$ cat config.mk
export PLATFORM = sky130hd
export DESIGN_NAME = hazard_ctrl_flat
export DESIGN_NICKNAME = d
export VERILOG_FILES = /design/src/rtl/hazard_ctrl_pkg.sv /design/src/rtl/hazard_ctrl_if.sv /design/src/rtl/hz_sat_cnt.sv /design/src/rtl/hazard_ctrl.sv /design/src/flat_wrapper.sv
export SDC_FILE = /design/constraint.sdc
export NUM_CORES = 1
export LEC_CHECK = 0
export BUFFER_PORTS_ARGS = -buffer_cell sky130_fd_sc_hd__buf_4
export CAP_MARGIN = 5
export CORE_AREA = 2 2 39 41
export CTS_CLUSTER_SIZE = 25
export DETAILED_ROUTE_END_ITERATION = 10
export DIE_AREA = 0 0 41 43
export SETUP_SLACK_MARGIN = 0.1
export SLEW_MARGIN = 20
export SYNTH_ARGS = -nofsm -noshare
export SYNTH_HDL_FRONTEND = slang
export SYNTH_SLANG_ARGS = --single-unit
$ cat constraint.sdc
create_clock -name i_clk -period 1.35 [get_ports i_clk]
set_clock_uncertainty 0.2 [all_clocks]
set_input_delay 0.135 -clock i_clk [delete_from_list [all_inputs] [get_ports i_clk]]
set_output_delay 0.135 -clock i_clk [all_outputs]
set_load 0.01 [all_outputs]
$ cat src/rtl/hazard_ctrl_pkg.sv
// Shared types and constants for the pipeline hazard controller and the
// pipeline registers it drives.
package hazard_pkg;

  typedef enum logic [1:0] {
    RUN      = 2'd0,
    MEM_WAIT = 2'd1,
    FLUSH    = 2'd2
  } hz_state_t;

  localparam logic [4:0]  REG_X0    = 5'd0;
  localparam logic [31:0] NOP_INSTR = 32'h0000_0013;

endpackage

$ cat src/rtl/hazard_ctrl_if.sv
// Bundle of hazard-detection inputs and pipeline-control outputs.
// slave = hazard controller side, master = pipeline side.
interface hazard_ctrl_if;
  logic [4:0] i_id_rs1_addr;
  logic [4:0] i_id_rs2_addr;
  logic       i_id_rs1_used;
  logic       i_id_rs2_used;
  logic [4:0] i_ex_rd_addr;
  logic       i_ex_rd_wren;
  logic       i_ex_mem_rden;
  logic       i_ex_redirect;
  logic       i_mem_busy;
  logic       o_enable_pc;
  logic       o_enable_if;
  logic       o_reset_if;
  logic       o_enable_id;
  logic       o_reset_id;

  modport slave (
    input  i_id_rs1_addr, i_id_rs2_addr, i_id_rs1_used, i_id_rs2_used,
    input  i_ex_rd_addr, i_ex_rd_wren, i_ex_mem_rden, i_ex_redirect, i_mem_busy,
    output o_enable_pc, o_enable_if, o_reset_if, o_enable_id, o_reset_id
  );

  modport master (
    output i_id_rs1_addr, i_id_rs2_addr, i_id_rs1_used, i_id_rs2_used,
    output i_ex_rd_addr, i_ex_rd_wren, i_ex_mem_rden, i_ex_redirect, i_mem_busy,
    input  o_enable_pc, o_enable_if, o_reset_if, o_enable_id, o_reset_id
  );
endinterface

$ cat src/rtl/hz_sat_cnt.sv
// 32-bit event counter that sticks at all-ones instead of wrapping.
module hz_sat_cnt (
  input  logic        i_clk,
  input  logic        i_reset,
  input  logic        i_inc,
  output logic [31:0] o_cnt
);
  logic [31:0] r_cnt;

  always_ff @(posedge i_clk) begin
    if (i_reset) begin
      r_cnt <= '0;
    end else if (i_inc && (r_cnt != '1)) begin
      r_cnt <= r_cnt + 32'd1;
    end
  end

  assign o_cnt = r_cnt;
endmodule

$ cat src/rtl/hazard_ctrl.sv
// Pipeline hazard controller: load-use bubbles, redirect flush window and
// memory-wait freeze. Define HAZARD_PERF_EN to add saturating event counters.
module hazard_ctrl
  import hazard_pkg::*;
#(
  parameter int FLUSH_CYCLES = 1,
  parameter int CNT_W        = 4
) (
  input  logic        i_clk,
  input  logic        i_reset,
  hazard_ctrl_if.slave hz
`ifdef HAZARD_PERF_EN
  ,
  output logic [31:0] o_lu_stall_cnt,
  output logic [31:0] o_flush_cnt,
  output logic [31:0] o_mem_wait_cnt
`endif
);

  hz_state_t        r_state;
  hz_state_t        w_state_next;
  logic [CNT_W-1:0] r_cnt;
  logic [CNT_W-1:0] w_cnt_next;
  logic             r_pend;
  logic             w_pend_next;
  logic             w_lu;
  logic             w_freeze;
  logic             w_apply;
  logic             w_flush_hold;
  logic             w_bubble;

  assign w_lu = hz.i_ex_mem_rden && hz.i_ex_rd_wren && (hz.i_ex_rd_addr != REG_X0) &&
                ((hz.i_id_rs1_used && (hz.i_id_rs1_addr == hz.i_ex_rd_addr)) ||
                 (hz.i_id_rs2_used && (hz.i_id_rs2_addr == hz.i_ex_rd_addr)));

  always_ff @(posedge i_clk) begin
    if (i_reset) begin
      r_state <= RUN;
      r_cnt   <= '0;
      r_pend  <= 1'b0;
    end else begin
      r_state <= w_state_next;
      r_cnt   <= w_cnt_next;
      r_pend  <= w_pend_next;
    end
  end

  always_comb begin
    w_state_next = r_state;
    w_cnt_next   = r_cnt;
    w_pend_next  = r_pend;
    w_freeze     = 1'b0;
    w_apply      = 1'b0;
    w_flush_hold = 1'b0;
    w_bubble     = 1'b0;
    case (r_state)
      RUN: begin
        if (hz.i_mem_busy) begin
          w_freeze     = 1'b1;
          w_state_next = MEM_WAIT;
          w_pend_next  = hz.i_ex_redirect;
        end else if (hz.i_ex_redirect) begin
          w_apply = 1'b1;
        end else if (w_lu) begin
          w_bubble = 1'b1;
        end
      end
      MEM_WAIT: begin
        if (hz.i_mem_busy) begin
          w_freeze    = 1'b1;
          w_pend_next = r_pend | hz.i_ex_redirect;
        end else begin
          w_state_next = RUN;
          w_pend_next  = 1'b0;
          if (r_pend || hz.i_ex_redirect) begin
            w_apply = 1'b1;
          end else if (w_lu) begin
            w_bubble = 1'b1;
          end
        end
      end
      FLUSH: begin
        // A redirect seen while frozen here is parked and replayed on thaw.
        if (hz.i_mem_busy) begin
          w_freeze    = 1'b1;
          w_pend_next = r_pend | hz.i_ex_redirect;
        end else if (r_pend || hz.i_ex_redirect) begin
          w_apply     = 1'b1;
          w_pend_next = 1'b0;
        end else begin
          w_flush_hold = 1'b1;
          w_cnt_next   = r_cnt - CNT_W'(1);
          if (r_cnt <= CNT_W'(1)) begin
            w_state_next = RUN;
          end
        end
      end
      default: w_state_next = RUN;
    endcase
    if (w_apply) begin
      if (FLUSH_CYCLES > 1) begin
        w_state_next = FLUSH;
        w_cnt_next   = CNT_W'(FLUSH_CYCLES - 1);
      end else begin
        w_state_next = RUN;
      end
    end
  end

  always_comb begin
    hz.o_enable_pc = 1'b1;
    hz.o_enable_if = 1'b1;
    hz.o_reset_if  = 1'b1;
    hz.o_enable_id = 1'b1;
    hz.o_reset_id  = 1'b1;
    if (i_reset) begin
      hz.o_enable_pc = 1'b0;
      hz.o_enable_if = 1'b0;
      hz.o_reset_if  = 1'b0;
      hz.o_enable_id = 1'b0;
      hz.o_reset_id  = 1'b0;
    end else if (w_freeze) begin
      hz.o_enable_pc = 1'b0;
      hz.o_enable_if = 1'b0;
      hz.o_enable_id = 1'b0;
    end else if (w_apply || w_flush_hold) begin
      hz.o_reset_if = 1'b0;
      hz.o_reset_id = 1'b0;
    end else if (w_bubble) begin
      hz.o_enable_pc = 1'b0;
      hz.o_enable_if = 1'b0;
      hz.o_reset_id  = 1'b0;
    end
  end

`ifdef HAZARD_PERF_EN
  logic [2:0]  w_perf_inc;
  logic [31:0] w_perf_cnt [3];

  assign w_perf_inc = {w_freeze, w_apply, w_bubble};

  genvar gi;
  generate
    for (gi = 0; gi < 3; gi++) begin : g_perf
      hz_sat_cnt u_cnt (
        .i_clk   (i_clk),
        .i_reset (i_reset),
        .i_inc   (w_perf_inc[gi]),
        .o_cnt   (w_perf_cnt[gi])
      );
    end
  endgenerate

  assign o_lu_stall_cnt = w_perf_cnt[0];
  assign o_flush_cnt    = w_perf_cnt[1];
  assign o_mem_wait_cnt = w_perf_cnt[2];
`endif

endmodule

$ cat src/flat_wrapper.sv
// flat-port wrapper written by rule: the top's interface ports become plain ports
module hazard_ctrl_flat import hazard_pkg::*;
#(
  parameter int FLUSH_CYCLES = 1,
  parameter int CNT_W        = 4
)
  (i_clk, i_reset, hz_i_id_rs1_addr, hz_i_id_rs2_addr, hz_i_id_rs1_used, hz_i_id_rs2_used, hz_i_ex_rd_addr, hz_i_ex_rd_wren, hz_i_ex_mem_rden, hz_i_ex_redirect, hz_i_mem_busy, hz_o_enable_pc, hz_o_enable_if, hz_o_reset_if, hz_o_enable_id, hz_o_reset_id);
  hazard_ctrl_if hz_i ();
  input  logic i_clk;
  input  logic i_reset;
  input wire logic [$bits(hz_i.i_id_rs1_addr)-1:0] hz_i_id_rs1_addr;
  input wire logic [$bits(hz_i.i_id_rs2_addr)-1:0] hz_i_id_rs2_addr;
  input wire logic [$bits(hz_i.i_id_rs1_used)-1:0] hz_i_id_rs1_used;
  input wire logic [$bits(hz_i.i_id_rs2_used)-1:0] hz_i_id_rs2_used;
  input wire logic [$bits(hz_i.i_ex_rd_addr)-1:0] hz_i_ex_rd_addr;
  input wire logic [$bits(hz_i.i_ex_rd_wren)-1:0] hz_i_ex_rd_wren;
  input wire logic [$bits(hz_i.i_ex_mem_rden)-1:0] hz_i_ex_mem_rden;
  input wire logic [$bits(hz_i.i_ex_redirect)-1:0] hz_i_ex_redirect;
  input wire logic [$bits(hz_i.i_mem_busy)-1:0] hz_i_mem_busy;
  output wire logic [$bits(hz_i.o_enable_pc)-1:0] hz_o_enable_pc;
  output wire logic [$bits(hz_i.o_enable_if)-1:0] hz_o_enable_if;
  output wire logic [$bits(hz_i.o_reset_if)-1:0] hz_o_reset_if;
  output wire logic [$bits(hz_i.o_enable_id)-1:0] hz_o_enable_id;
  output wire logic [$bits(hz_i.o_reset_id)-1:0] hz_o_reset_id;
  assign hz_i.i_id_rs1_addr = hz_i_id_rs1_addr;
  assign hz_i.i_id_rs2_addr = hz_i_id_rs2_addr;
  assign hz_i.i_id_rs1_used = hz_i_id_rs1_used;
  assign hz_i.i_id_rs2_used = hz_i_id_rs2_used;
  assign hz_i.i_ex_rd_addr = hz_i_ex_rd_addr;
  assign hz_i.i_ex_rd_wren = hz_i_ex_rd_wren;
  assign hz_i.i_ex_mem_rden = hz_i_ex_mem_rden;
  assign hz_i.i_ex_redirect = hz_i_ex_redirect;
  assign hz_i.i_mem_busy = hz_i_mem_busy;
  assign hz_o_enable_pc = hz_i.o_enable_pc;
  assign hz_o_enable_if = hz_i.o_enable_if;
  assign hz_o_reset_if = hz_i.o_reset_if;
  assign hz_o_enable_id = hz_i.o_enable_id;
  assign hz_o_reset_id = hz_i.o_reset_id;
  hazard_ctrl #(.FLUSH_CYCLES(FLUSH_CYCLES), .CNT_W(CNT_W)) u_core (.i_clk(i_clk), .i_reset(i_reset), .hz(hz_i));
endmodule
==> flow_metrics.env, run 1 <==
export IMPL_synth_edf_count=0
export IMPL_drt_iter0_markers=2
export IMPL_violations="setup timing"
export IMPL_clk_latency_ps=230
export IMPL_top_usage_layer="met2"
export IMPL_cts_root_buf="clkbuf_4"
export IMPL_cts_tree="yes"
export IMPL_path_cells="a21oi_4 > nand4_1 > a21oi_2 > a21oi_1 > buf_4"
export IMPL_required_ps=1010
export IMPL_yosysSeqAreaShare_pct=14.7
export IMPL_setup_viol=4
export IMPL_core_area_um2=1380
export IMPL_postRouteAntennaNets=0
export IMPL_crit_arrival_ps=1220
export IMPL_cts_sinks=2
export IMPL_routed_via_density=4.33
export IMPL_die_h_um=43
export IMPL_cts_max_level=1
export IMPL_slew_viol_final=0
export IMPL_synthArstFlopShare_pct=0
export IMPL_period_needed_ps=1550
export IMPL_yosys_register_bits=2
export IMPL_cts_max_path_buffers=2
export IMPL_fillers=147
export IMPL_grt_pass1_vias=348
export IMPL_netlist_instances=37
export IMPL_worstPathMaxFanout=2
export IMPL_synth_ff_type="dfxtp_1"
export IMPL_grt_max_degree=5
export IMPL_final_cell_mix="buf_4 (28), xnor2_1 (11)"
export IMPL_cts_made_buffers=3
export IMPL_hold_viol=0
export IMPL_drive_above_1_share_pct=61.4
export IMPL_final_common_cell="buf_4"
export IMPL_power_leakage_nw=0.263
export IMPL_syn_area_per_cell_um2=7.37
export IMPL_num_nets_final=96
export IMPL_dp_cells=80
export IMPL_fp_row_count=14
export IMPL_fmax_ghz=0.645
export IMPL_crit_slowest_cell="dfxtp_2"
export IMPL_routabilityCongestion=0.675
export IMPL_start_util_pct=19.7
export IMPL_seqCellArea_um2=45.0
export IMPL_critical_path_max_stage_delay_ps=320
export IMPL_end_kind="output port"
export IMPL_dp_hpwl_um=667
export IMPL_worstMarginPinSlew_ps=257
export IMPL_worst_slack_ps=-200
export IMPL_crit_type="register to output port"
export IMPL_vdd_drop_max_mv=0.428
export IMPL_outcome="finished, violations left"
export IMPL_drc=0
export IMPL_worst_setup_path_start_kind="register"
export IMPL_die_w_um=41
export IMPL_die_area_um2=1760
export IMPL_relSlewSlack_pct=82.9
export IMPL_overflow=0
export IMPL_synth_area_um2=273
export IMPL_maxCapViolCount=0
export IMPL_multi_input_area_um2=243
export IMPL_io_pins=28
export IMPL_holdCritPathClass="input pin to register"
export IMPL_post_route_period_util_pct=115
export IMPL_wl_um=819
export IMPL_power_density_nw_per_um2=708
export IMPL_use_met2_pct=19.1
export IMPL_yosysUniqueCellTypes=15
export IMPL_vias=372
export IMPL_grtUsageTotal_pct=10.8
export IMPL_final_util_pct=42.5
export IMPL_finalNonFillerCells=86
export IMPL_synth_nets=61
export IMPL_use_met1_pct=8.28
export IMPL_drtPass1Iterations=2
export IMPL_diodes=0
export IMPL_portBuffers=27
export IMPL_syn2layout_area_growth_pct=116
export IMPL_cts_clk_slew_worst_paths_ps=30
export IMPL_ys_warn_count=0
export IMPL_antenna_found_initial=0
export IMPL_dp_slack_ps=-17.1
export IMPL_rsz0062_at_grt="true"
export IMPL_grt_pass1_wl_um=1210
export IMPL_wl_per_cell_um=9.52
export IMPL_use_met3_pct=1.57
==> cell usage after synthesis (2+ instances only) <==
library cell | n | area, µm²
nor2_1 | 3 | 11.3
inv_1 | 4 | 15.0
a21oi_1 | 4 | 20.0
dfxtp_1 | 2 | 40.0
nand2_1 | 2 | 7.51
nand4_1 | 3 | 18.8
xnor2_1 | 11 | 96.3
==> path summary, 6_finish.rpt <==
path	cells after the start	from	to	slack, ps
max	5	u_core.r_pend$_SDFFE_PP0P_	hz_o_reset_id	-200
min	3	i_reset	u_core.r_state[0]$_SDFFE_PP0P_	4
max reg2reg	5	u_core.r_state[0]$_SDFFE_PP0P_	u_core.r_state[0]$_SDFFE_PP0P_	90
min reg2reg	2	u_core.r_pend$_SDFFE_PP0P_	u_core.r_pend$_SDFFE_PP0P_	330
==> final cells by class <==
cell class	instances	area share [%]
clock buffer	3	3.83
timing repair buffer	31	41.3
tap	16	3.40
multi-input combinational	30	41.3
sequential	2	7.66
inverter	4	2.55
==> kinds of logic (layout without fill, tap and decap cells) <==
logic type	count (synthesis)	in the layout	share of synthesized area, %
muxes	1	1	3.67
buffers and inverters	5	38	8.26
DFF	2	2	14.7
and+or+nand+nor	9	9	15.6
adders and majority gates	1	1	4.59
xor gates and xnor gates	11	11	35.3
AOI/OAI and AO/OA	8	8	17.9
==> layer usage <==
layer | wire [µm] | up-vias
li1 | - | 191
met1 | 247 | 159
met2 | 439 | 18
met3 | 90 | 4
met4 | 42 | 0
met5 | 0 | -
==> stage by stage <==
stage / total power [mW] / instance area, µm² / setup TNS [ps] / hold slack, ps
3_3_place_gp: 0.247 / 508 / -24.5 / 113
6_report: 0.416 / 588 / -640 / 4.06
4_1_cts: 0.413 / 582 / -708 / -2.35
2_1_floorplan: 0.165 / 285 / 0 / 7.76
3_5_place_dp: 0.248 / 508 / -32.3 / 116
5_1_grt: 0.448 / 588 / -807 / 20.8
==> registers in the layout (all words and copies together) (netlist names) <==
register / flops
u_core.r_state: 1
u_core.r_pend: 1
==> critical path, delay by kind of cell (launching register included) <==
family	cells	cell delay, ps
AOI/OAI and AO/OA	3	390
buffers and inverters	1	150
and+or+nand+nor	1	120
DFF	1	320
==> repair_timing <==
item / 4_1_cts / 5_1_grt
hold buffers: 1 / 0
endpoints found under the setup margin: 4 / 6
resized for setup: 7 / 4
endpoints found under the hold margin: 1 / 0
pin swaps: 7 / 4
setup buffers: 2 / 0
==> power breakdown <==
group	switching (mW)	internal (mW)	total [mW]
registers	0.0108	0.0726	0.0834
clock network	0.0359	0.0981	0.134
logic	0.0740	0.125	0.199
total	0.121	0.296	0.416
(Power assumes the default switching activity.)
==> run 2: changes to the inputs <==
--- a/config.mk
+++ b/config.mk
@@ -12,6 +12,7 @@
 export DETAILED_ROUTE_END_ITERATION = 10
 export DIE_AREA = 0 0 41 43
 export SETUP_SLACK_MARGIN = 0.1
+export SKIP_CTS_REPAIR_TIMING = 1
 export SLEW_MARGIN = 20
 export SYNTH_ARGS = -nofsm -noshare
 export SYNTH_HDL_FRONTEND = slang
==> flow_metrics.env, run 2 (synthesis results as in run 1) <==
export IMPL_power_mw=0.422
export IMPL_placed_area_um2=508
export IMPL_p_int_mw=0.300
export IMPL_cts_max_level=1
export IMPL_drt_iter0_markers=2
export IMPL_netSwitchingFraction_pct=29.0
export IMPL_routed_via_density=4.39
export IMPL_syn2layout_area_growth_pct=113
export IMPL_fp_row_count=14
export IMPL_maxCapViolCount=0
export IMPL_outcome="finished, violations left"
export IMPL_top_regs="u_core.r_pend (1), u_core.r_state (1)"
export IMPL_clk_latency_ps=230
export IMPL_overflow=0
export IMPL_worstPathMaxFanout=2
export IMPL_antenna_found_initial=0
export IMPL_diodes=0
export IMPL_seqCellArea_um2=45.0
export IMPL_final_common_cell="buf_4"
export IMPL_final_cell_mix="buf_4 (30), xnor2_1 (11)"
export IMPL_postRouteAntennaNets=0
export IMPL_final_util_pct=42.0
export IMPL_rsz0062_at_grt="true"
export IMPL_cts_max_path_buffers=2
export IMPL_dp_cells=80
export IMPL_drc=0
export IMPL_dp_hpwl_um=667
export IMPL_routabilityCongestion=0.675
export IMPL_p_seq_share_pct=19.5
export IMPL_crit_type="register to output port"
export IMPL_end_kind="output port"
export IMPL_io_pins=28
export IMPL_p_comb_share_pct=48.5
export IMPL_holdCritPathClass="input pin to register"
export IMPL_wl_um=865
export IMPL_cts_made_buffers=3
export IMPL_grt_pass1_vias=310
export IMPL_die_w_um=41
export IMPL_cts_root_buf="clkbuf_4"
export IMPL_die_area_um2=1760
export IMPL_power_leakage_nw=0.269
export IMPL_whs_ps=16.6
export IMPL_power_density_nw_per_um2=726
export IMPL_drtPass1Iterations=2
export IMPL_violations="setup timing"
export IMPL_start_util_pct=19.7
export IMPL_p_clk_share_pct=32.0
export IMPL_worst_slack_ps=-234
export IMPL_worstMarginPinSlew_ps=258
export IMPL_finalNonFillerCells=87
export IMPL_die_h_um=43
export IMPL_tns_ps=-721
export IMPL_grt_max_degree=5
export IMPL_required_ps=1010
export IMPL_final_cell_area_um2=582
export IMPL_dp_slack_ps=-17.1
export IMPL_cts_clk_slew_worst_paths_ps=30
export IMPL_relSlewSlack_pct=82.8
export IMPL_fmax_ghz=0.631
export IMPL_p_switching_mw=0.122
export IMPL_hold_viol=0
export IMPL_grtUsageTotal_pct=9.61
export IMPL_vdd_drop_max_mv=0.484
export IMPL_grt_pass1_wl_um=1060
export IMPL_period_needed_ps=1580
export IMPL_multi_input_area_um2=233
export IMPL_crit_arrival_ps=1250
export IMPL_setup_viol=5
export IMPL_vias=382
export IMPL_wl_per_cell_um=9.94
export IMPL_num_nets_final=97
export IMPL_post_route_period_util_pct=117
export IMPL_cts_tree="yes"
export IMPL_fillers=152
export IMPL_cts_sinks=2
export IMPL_drive_above_1_share_pct=57.7
export IMPL_worst_setup_path_start_kind="register"
export IMPL_portBuffers=27
export IMPL_core_area_um2=1380
export IMPL_slew_viol_final=0
run 2: changes by cell type in the layout (fill, tap and decap cells not counted):
cell | before | now
ha_1 | 0 | 1
inv_2 | 3 | 1
buf_6 | 2 | 1
o21bai_4 | 1 | 0
o21bai_2 | 0 | 1
inv_1 | 1 | 3
buf_4 | 28 | 30
ha_2 | 1 | 0
run 2: worst max-delay path, cell delays in order, from the launching register on:
cell and delay [ps]:
dfxtp_2 320, a21oi_4 160, nand4_1 130, a21oi_2 160, a21oi_1 80, buf_4 150
run 2: worst paths after layout:
check,slack (ps),end,depth (start not counted),startpoint
worst max-delay path,-230,hz_o_reset_id,5,u_core.r_pend$_SDFFE_PP0P_
worst min-delay path,20,u_core.r_state[0]$_SDFFE_PP0P_,3,i_reset
worst max register to register,-20,u_core.r_state[0]$_SDFFE_PP0P_,6,u_core.r_state[0]$_SDFFE_PP0P_
worst min register to register,330,u_core.r_pend$_SDFFE_PP0P_,2,u_core.r_pend$_SDFFE_PP0P_
run 2: cell type report:
class	count	share of cell area, %
inverters	4	2.58
clock buffers	3	3.87
well taps	16	3.44
multi-input cells	30	40.0
repair buffers	32	42.4
flip-flops and latches	2	7.74
run 2: power groups by stage:
| stage | Clock [mW] | Combinational, mW | Sequential [mW] |
|---|---|---|---|
| 2_1_floorplan | 0 | 0.0839 | 0.0809 |
| 3_3_place_gp | 0 | 0.164 | 0.0828 |
| 3_5_place_dp | 0 | 0.165 | 0.0832 |
| 4_1_cts | 0.138 | 0.165 | 0.0825 |
| 5_1_grt | 0.142 | 0.225 | 0.0839 |
| 6_report | 0.135 | 0.205 | 0.0825 |
run 2: metal layers:
metal	share of wire [%]	global-route usage, %
met1	30	7.96
met2	55	15.6
met3	9.9	1.57
met4	4.7	12.0
met5	0	0
